### src/rtl/seg7_pattern_reader_if.sv
// Segment-bus input and digit valid/ready output bundle for seg7_pattern_reader.
// master = the reader itself, slave = the side driving segments and consuming digits.
interface seg7_pattern_reader_if;
  logic [6:0] seg_in;
  logic [3:0] dig_out;
  logic       dig_err;
  logic       dig_valid;
  logic       dig_ready;
  logic       overrun;

  modport master (
    input  seg_in,
    input  dig_ready,
    output dig_out,
    output dig_err,
    output dig_valid,
    output overrun
  );

  modport slave (
    output seg_in,
    output dig_ready,
    input  dig_out,
    input  dig_err,
    input  dig_valid,
    input  overrun
  );
endinterface

### src/rtl/seg7_pattern_reader.sv
// Recovers the hex digit shown on a 7-segment bus, glitch-filtered, one item per steady pattern.
// Optional macro SEG7_DEDUP_EN: drop an accepted pattern identical to the last emitted one.
module seg7_pattern_reader #(
  parameter int SYNC_STAGES   = 2,
  parameter int STABLE_CYCLES = 4
) (
  input logic                   clk,
  input logic                   rst,
  seg7_pattern_reader_if.master bus_io
);
  localparam int CNT_W  = $clog2(STABLE_CYCLES + 1);
  localparam int SYNC_W = SYNC_STAGES * 7;
  localparam logic [CNT_W-1:0] CNT_MAX = CNT_W'(STABLE_CYCLES);
  localparam logic [CNT_W-1:0] CNT_ACC = CNT_W'(STABLE_CYCLES - 1);

  typedef enum logic [0:0] {
    ST_TRACK,
    ST_LOCKED
  } state_e;

  logic [SYNC_W-1:0] sync_q;
  logic [6:0]        seg_s;
  logic [6:0]        seg_q;
  logic [CNT_W-1:0]  cnt_q;
  logic [CNT_W-1:0]  cnt_d;
  state_e            state_q;
  state_e            state_d;
  logic              same;
  logic              accept;
  logic              emit;
  logic              load;
  logic              dup;
  logic [3:0]        dec_digit;
  logic              dec_err;
  logic              valid_q;
  logic              valid_d;
  logic [3:0]        out_q;
  logic [3:0]        out_d;
  logic              err_q;
  logic              err_d;
  logic              ovr_q;
  logic              ovr_d;

  assign seg_s = sync_q[SYNC_W-1 -: 7];
  assign same  = (seg_s == seg_q);

  always_ff @(posedge clk or posedge rst) begin
    if (rst) begin
      sync_q  <= '0;
      seg_q   <= '0;
      cnt_q   <= '0;
      state_q <= ST_TRACK;
    end else begin
      sync_q  <= {sync_q[SYNC_W-8:0], bus_io.seg_in};
      seg_q   <= seg_s;
      cnt_q   <= cnt_d;
      state_q <= state_d;
    end
  end

  always_comb begin
    cnt_d = cnt_q;
    if (!same) begin
      cnt_d = '0;
    end else if (cnt_q != CNT_MAX) begin
      cnt_d = cnt_q + 1'b1;
    end
  end

  // Locking after an accept is what makes a long steady pattern produce only one item.
  always_comb begin
    state_d = state_q;
    accept  = 1'b0;
    case (state_q)
      ST_TRACK: begin
        if (same && (cnt_q == CNT_ACC)) begin
          accept  = 1'b1;
          state_d = ST_LOCKED;
        end
      end
      ST_LOCKED: begin
        if (!same) begin
          state_d = ST_TRACK;
        end
      end
      default: state_d = ST_TRACK;
    endcase
  end

  always_comb begin
    dec_err   = 1'b0;
    dec_digit = 4'h0;
    case (seg_s)
      7'h3F: dec_digit = 4'h0;
      7'h06: dec_digit = 4'h1;
      7'h5B: dec_digit = 4'h2;
      7'h4F: dec_digit = 4'h3;
      7'h66: dec_digit = 4'h4;
      7'h6D: dec_digit = 4'h5;
      7'h7D: dec_digit = 4'h6;
      7'h07: dec_digit = 4'h7;
      7'h7F: dec_digit = 4'h8;
      7'h6F: dec_digit = 4'h9;
      7'h77: dec_digit = 4'hA;
      7'h7C: dec_digit = 4'hB;
      7'h39: dec_digit = 4'hC;
      7'h5E: dec_digit = 4'hD;
      7'h79: dec_digit = 4'hE;
      7'h71: dec_digit = 4'hF;
      default: dec_err = 1'b1;
    endcase
  end

`ifdef SEG7_DEDUP_EN
  // Blank is never loaded here, so a 5,blank,5 sequence still matches the stored 5.
  logic [7:0] last_q;

  assign dup = ({dec_err, seg_s} == last_q);

  always_ff @(posedge clk or posedge rst) begin
    if (rst) begin
      last_q <= '0;
    end else if (load) begin
      last_q <= {dec_err, seg_s};
    end
  end
`else
  assign dup = 1'b0;
`endif

  assign emit  = accept && (seg_s != 7'h00) && !dup;
  assign load  = emit && (!valid_q || bus_io.dig_ready);
  assign ovr_d = emit && !load;

  always_comb begin
    valid_d = valid_q;
    out_d   = out_q;
    err_d   = err_q;
    if (valid_q && bus_io.dig_ready) begin
      valid_d = 1'b0;
    end
    if (load) begin
      valid_d = 1'b1;
      out_d   = dec_digit;
      err_d   = dec_err;
    end
  end

  always_ff @(posedge clk or posedge rst) begin
    if (rst) begin
      valid_q <= 1'b0;
      out_q   <= 4'h0;
      err_q   <= 1'b0;
      ovr_q   <= 1'b0;
    end else begin
      valid_q <= valid_d;
      out_q   <= out_d;
      err_q   <= err_d;
      ovr_q   <= ovr_d;
    end
  end

  assign bus_io.dig_valid = valid_q;
  assign bus_io.dig_out   = out_q;
  assign bus_io.dig_err   = err_q;
  assign bus_io.overrun   = ovr_q;
endmodule

### src/flat_wrapper.sv
// flat-port wrapper written by rule: the top's interface ports become plain ports
module seg7_pattern_reader_flat 
#(
  parameter int SYNC_STAGES   = 2,
  parameter int STABLE_CYCLES = 4
)
  (clk, rst, bus_io_seg_in, bus_io_dig_ready, bus_io_dig_out, bus_io_dig_err, bus_io_dig_valid, bus_io_overrun);
  seg7_pattern_reader_if bus_io_i ();
  input logic clk;
  input logic rst;
  input wire logic [$bits(bus_io_i.seg_in)-1:0] bus_io_seg_in;
  input wire logic [$bits(bus_io_i.dig_ready)-1:0] bus_io_dig_ready;
  output wire logic [$bits(bus_io_i.dig_out)-1:0] bus_io_dig_out;
  output wire logic [$bits(bus_io_i.dig_err)-1:0] bus_io_dig_err;
  output wire logic [$bits(bus_io_i.dig_valid)-1:0] bus_io_dig_valid;
  output wire logic [$bits(bus_io_i.overrun)-1:0] bus_io_overrun;
  assign bus_io_i.seg_in = bus_io_seg_in;
  assign bus_io_i.dig_ready = bus_io_dig_ready;
  assign bus_io_dig_out = bus_io_i.dig_out;
  assign bus_io_dig_err = bus_io_i.dig_err;
  assign bus_io_dig_valid = bus_io_i.dig_valid;
  assign bus_io_overrun = bus_io_i.overrun;
  seg7_pattern_reader #(.SYNC_STAGES(SYNC_STAGES), .STABLE_CYCLES(STABLE_CYCLES)) u_core (.clk(clk), .rst(rst), .bus_io(bus_io_i));
endmodule
### config.mk
export PLATFORM = sky130hd
export DESIGN_NAME = seg7_pattern_reader_flat
export DESIGN_NICKNAME = d
export VERILOG_FILES = /design/src/rtl/seg7_pattern_reader_if.sv /design/src/rtl/seg7_pattern_reader.sv /design/src/flat_wrapper.sv
export SDC_FILE = /design/constraint.sdc
export NUM_CORES = 1
export LEC_CHECK = 0
export CAP_MARGIN = 15
export CORE_UTILIZATION = 54
export DETAILED_ROUTE_END_ITERATION = 8
export GPL_ROUTABILITY_DRIVEN = 0
export GPL_TIMING_DRIVEN = 0
export PLACE_DENSITY = 0.77
export SKIP_CTS_REPAIR_TIMING = 1
export SLEW_MARGIN = 20
export SYNTH_ARGS = -nofsm -noshare
export SYNTH_HDL_FRONTEND = slang
export SYNTH_SLANG_ARGS = --single-unit
### constraint.sdc
create_clock -name clk -period 2.9 [get_ports clk]
set_clock_uncertainty 0.05 [all_clocks]
set_input_delay 0.87 -clock clk [delete_from_list [all_inputs] [get_ports clk]]
set_output_delay 0.87 -clock clk [all_outputs]
set_load 0.1 [all_outputs]
Word level (Yosys, flattened, before mapping)
Cells that the tools add are included.
Word-level totals
  register bits: 32
  input bits: 10
  output and inout port bits: 7
  word-level logic and storage cells: 51
Cells by class
  add/sub/neg operators: 1
  equality and inequality tests: 20
  multiplexer cells: 10
  bitwise logic cells: 1
  reduce and logical (&&, ||, !) cells: 11
Operator list (count)
  7-bit == test (second input constant): 12
  4-bit one-hot mux with 15 select lines: 1
  16-bit OR reduction: 1
  7-bit by 3-bit == test with 1-bit output (second input constant): 2
  7-bit by 6-bit == test with 1-bit output (second input constant): 2
  7-bit == test: 1
  7-bit nonzero test: 1
  1-bit two-way mux: 6
  3-bit two-way mux: 2
  1-bit logical AND: 5
  3-bit by 1-bit adder with 3-bit output (second input constant): 1
  3-bit by 2-bit == test with 1-bit output (second input constant): 1
  3-bit inequality test (second input constant): 1
  1-bit zero test: 2
  2-bit inequality test (second input constant): 1
  1-bit one-hot mux with 2 select lines: 1
  2-bit nonzero test: 1
  1-bit logical OR: 1
  1-bit inverter: 1

Longest topological paths before layout
  depth after elaboration: 8
  depth in mapped cells: 7
  mapped depth without buffers: 5

Worst setup path before layout
No wires, ideal clock.
  kind: register to register
  from: reg u_core.sync_q[12]
  to: reg u_core.out_q[0], in the netlist u_core.bus_io.dig_out[0]
  setup time: 0.125 ns
  arrival: 2.078 ns
  required time: 2.725 ns
  slack: 0.647 ns
  cell stages (with the launch flop): 8
  path buffers: 2
  clock period less this slack: 2.253 ns
  cells stage by stage: dfrtp_1 -> buf_6 -> xor2_1 -> nor4_2 -> nand4_2 -> or4b_1 -> buf_6 -> mux2_4
On the way
  cells in the longest elaborated chain, start to end: 6
  elaborated cells on any way between the ends: 23
  classes of those cells: 16 x eq/ne; 3 x mux; 4 x reduce/logical
RTL lines
  from (decl): RTL line seg7_pattern_reader.sv:21  | logic [SYNC_W-1:0] sync_q;
  from (signal assigned): RTL line seg7_pattern_reader.sv:54  | sync_q <= {sync_q[SYNC_W-8:0], bus_io.seg_in};
  7-bit == test: RTL line seg7_pattern_reader.sv:45  | assign same = (seg_s == seg_q);
  1-bit logical AND: RTL line seg7_pattern_reader.sv:76  | if (same && (cnt_q == CNT_ACC)) begin
  1-bit two-way mux: RTL line seg7_pattern_reader.sv:76
  1-bit two-way mux: RTL line seg7_pattern_reader.sv:74  | case (state_q)
  1-bit logical AND: RTL line seg7_pattern_reader.sv:131  | assign emit = accept && (seg_s != 7'h00) && !dup;
  1-bit logical AND: RTL line seg7_pattern_reader.sv:132  | assign load = emit && (!valid_q || bus_io.dig_ready);
  to (signal assigned): RTL line seg7_pattern_reader.sv:157  | out_q <= out_d;
  to (decl): RTL line seg7_pattern_reader.sv:37  | logic [3:0] out_q;
Parallel ways exist; a longest one is shown, timed or not.
A chain may end at the register's enable or synchronous reset.

Worst setup path in the final report
  from: reg u_core.out_q[1], in the netlist u_core.bus_io.dig_out[1]
  to: out bus_io_dig_out[1]
RTL lines
  to (decl): RTL line flat_wrapper.sv:13  | output wire logic [$bits(bus_io_i.dig_out)-1:0] bus_io_dig_out;
No word-level cell between the ends.

==> results.sh <==
export IMPL_power_switching_uw=201
export IMPL_setup_viols_final=0
export IMPL_synth_nets=152
export IMPL_dr_pass1_iters=4
export IMPL_post_synth_cell_area_avg_um2=10.9
export IMPL_synth_main_ff_cell="sky130_fd_sc_hd__dfrtp_1"
export IMPL_postSynthCellCount=139
export IMPL_final_layout_size_suffix_gt1_frac=0.110
export IMPL_clk_pin_slew_worst_paths_ns=0.09
export IMPL_cp_slowest_stage_delay_ns=1.14
export IMPL_synth_edff_count=0
export IMPL_yosysTopAreaCell="sky130_fd_sc_hd__dfrtp_1"
export IMPL_fmax_mhz=362
export IMPL_critical_path_cell_chain="clkdlybuf4s50_1"
export IMPL_tns_ns=0
export IMPL_pre_cts_slack_ns=0.362
export IMPL_routed_wire_length_per_instance_um=13.9
export IMPL_hold_viol=0
export IMPL_critPathRequiredTime_ns=1.98
export IMPL_worstPathBufferInverterCount=1
export IMPL_outcome="finished clean"
export IMPL_multiInputGateArea_um2=636
export IMPL_detail_route_drc_violations=0
export IMPL_grt_first_pass_wirelength_mm=4.15
export IMPL_cts_root_buffer_cell="sky130_fd_sc_hd__clkbuf_4"
export IMPL_fp_dieH_um=55.0
export IMPL_antenna_found_initial=0
export IMPL_post_route_worst_setup_slack_ns=0.137
export IMPL_post_synth_top_area_fraction=0.528
export IMPL_total_leakage_power_nw=0.789
export IMPL_postSynth_asyncResetShare=1.00
export IMPL_ys_seq_area_frac=0.528
export IMPL_grt_resource_usage_total=0.205
export IMPL_criticalPathCategory="reg2out"
export IMPL_share_comb_of_total_power=0.094
export IMPL_global_route_overflow_total=0
export IMPL_largest_fanout_on_the_critical_path=2
export IMPL_detailedPlacementHpwl_mm=2.00
export IMPL_num_io_pins=17
export IMPL_tritoncts_num_buffers=5
export IMPL_type_of_origin_of_the_critical_path="flip-flop"
export IMPL_via_per_inst=5.75
export IMPL_die_area_um2=3020
export IMPL_power_switching_fraction=0.229
export IMPL_final_cell_count_no_fill=193
export IMPL_dp_cells=185
export IMPL_buffer_ports_inserted=16
export IMPL_drt_wl_total_mm=2.69
export IMPL_num_rows=18
export IMPL_detailedRoute_firstIterationViolations=27
export IMPL_worst_setup_path_end_kind="primary output"
export IMPL_nNetsFinal=175
export IMPL_ys_warnings_count=0
export IMPL_max_slew_worst_pin_slew_ns=0.966
export IMPL_synth_cell_types=38
export IMPL_power_ir_vdd_worst_mv=0.382
export IMPL_power_per_cell_area_nw_per_um2=489
export IMPL_chipWidth_um=55.0
export IMPL_nFillCells=183
export IMPL_pwr_share_seq=0.537
export IMPL_area_overhead_vs_synth_pct=18.3
export IMPL_clock_sink_count=32
export IMPL_clk_latency_ns=0.32
export IMPL_netlist_area_um2=1520
export IMPL_start_util=0.591
export IMPL_cpMaxStageDelayCell="sky130_fd_sc_hd__clkdlybuf4s50_1"
export IMPL_post_layout_total_power_uw=878
export IMPL_placeableCoreArea_um2=2570
export IMPL_holdWs_ns=0.309
export IMPL_via_count=1109
export IMPL_synth_ff_latch_count=32
export IMPL_synth_common_cells="sky130_fd_sc_hd__dfrtp_1, sky130_fd_sc_hd__nand2_1, sky130_fd_sc_hd__nor2_1"
export IMPL_hold_class="reg2reg"
export IMPL_clock_tree_htree_level_count=2
export IMPL_share_clk_of_total_power=0.369
export IMPL_cellInternalPower_uw=677
export IMPL_synth_most_common_cell="sky130_fd_sc_hd__dfrtp_1"
export IMPL_finalMaxSlewViolations=0
export IMPL_tritoncts="done"
export IMPL_cts_buffer_depth=2
export IMPL_pin_count_of_the_biggest_net_entering_global_routing=33
export IMPL_rsz0062_at_grt="false"
export IMPL_antenna_cells_inserted=0
export IMPL_slew_headroom=0.354
export IMPL_remaining_number_of_nets_flagged_by_the_antenna_check_after_routing=0
export IMPL_critical_path_top_delay_family="buffers and inverters"
export IMPL_post_synth_main_area_contributors="sky130_fd_sc_hd__dfrtp_1, sky130_fd_sc_hd__mux2_4, sky130_fd_sc_hd__xor2_1"
export IMPL_finalCritPeriodShare=0.953
export IMPL_post_layout_min_period_ns=2.76
export IMPL_seqCellArea_um2=801
export IMPL_vias_in_the_first_global_route=969
export IMPL_crit_arrival_ns=1.84
export IMPL_cap_violations=0
cells in the final DEF (no fill, tap or decap), types with 5 or more instances in the layout:
master and count:
sky130_fd_sc_hd__dfrtp_1 32, sky130_fd_sc_hd__clkdlybuf4s50_1 16, sky130_fd_sc_hd__nand2_1 11, sky130_fd_sc_hd__nor2_1 8
sky130_fd_sc_hd__clkbuf_1 7, sky130_fd_sc_hd__a21oi_1 7, sky130_fd_sc_hd__inv_1 6, sky130_fd_sc_hd__nand2b_1 5
sky130_fd_sc_hd__xor2_1 5, sky130_fd_sc_hd__clkbuf_4 5
flip-flops by register name, summed over array words and instances (netlist names):
register and count:
u_core.seg_q 7, u_core.sync_q 14, u_core.bus_io.dig_err 1, u_core.cnt_q 3
u_core.state_q 1, u_core.bus_io.dig_out 4, u_core.bus_io.overrun 1, u_core.bus_io.dig_valid 1
layer usage:
metal	share of wire	GRT usage	vias to the layer above	routed length, um
met3	0.057	0.0765	4	153
li1	-	-	528	-
met2	0.52	0.347	44	1400
met5	0	0	-	0
met1	0.41	0.226	533	1090
met4	0.013	0.0958	0	36
through the flow:
stage          instance area (um^2)  utilization
2_1_floorplan                  1520            -
3_5_place_dp                   1710        0.668
3_3_place_gp                   1710        0.668
5_1_grt                        1790        0.699
4_1_cts                        1790        0.699
6_report                       1790        0.699
kinds of logic (layout without fill, tap and decap cells):
kind of cell,count (synthesis),count (layout),share of synthesized area
DFF,32,32,0.528
muxes,6,6,0.0528
and+or+nand+nor,48,48,0.191
xor gates and xnor gates,9,9,0.0520
AOI/OAI and AO/OA,24,24,0.0990
buffers and inverters,17,41,0.0528
adders and majority gates,3,3,0.0248
power by group through the flow:
stage          combinational (mW)  clock (mW)  sequential (mW)
6_report                   0.0822       0.324            0.472
5_1_grt                    0.0896       0.362            0.474
4_1_cts                    0.0821       0.336            0.472
3_5_place_dp               0.0820           0            0.481
3_3_place_gp               0.0783           0            0.479
2_1_floorplan              0.0576           0            0.477
cell type report:
type,instances,area share
plain buffers,10,0.0300
clock inverters,3,0.0237
clock buffers,5,0.0209
flip-flops and latches,32,0.446
well taps,30,0.0209
inverters,7,0.0146
multi-input cells,90,0.354
repair buffers,16,0.0893
path summary, 6_finish.rpt:
kind	cells after the start	slack, ns	end	startpoint
setup / recovery	1	0.14	bus_io_dig_out[1]	u_core.bus_io.dig_out[1]
hold / removal	0	0.31	u_core.sync_q[13]	u_core.sync_q[6]
setup reg to reg	7	0.48	u_core.bus_io.dig_out[1]	u_core.sync_q[10]
hold reg to reg	0	0.31	u_core.sync_q[13]	u_core.sync_q[6]
max in group asynchronous	2	1.52	u_core.sync_q[13]	rst
min in group asynchronous	2	0.88	u_core.seg_q[4]	rst
No activity file was read; power rests on OpenSTA's default activity.
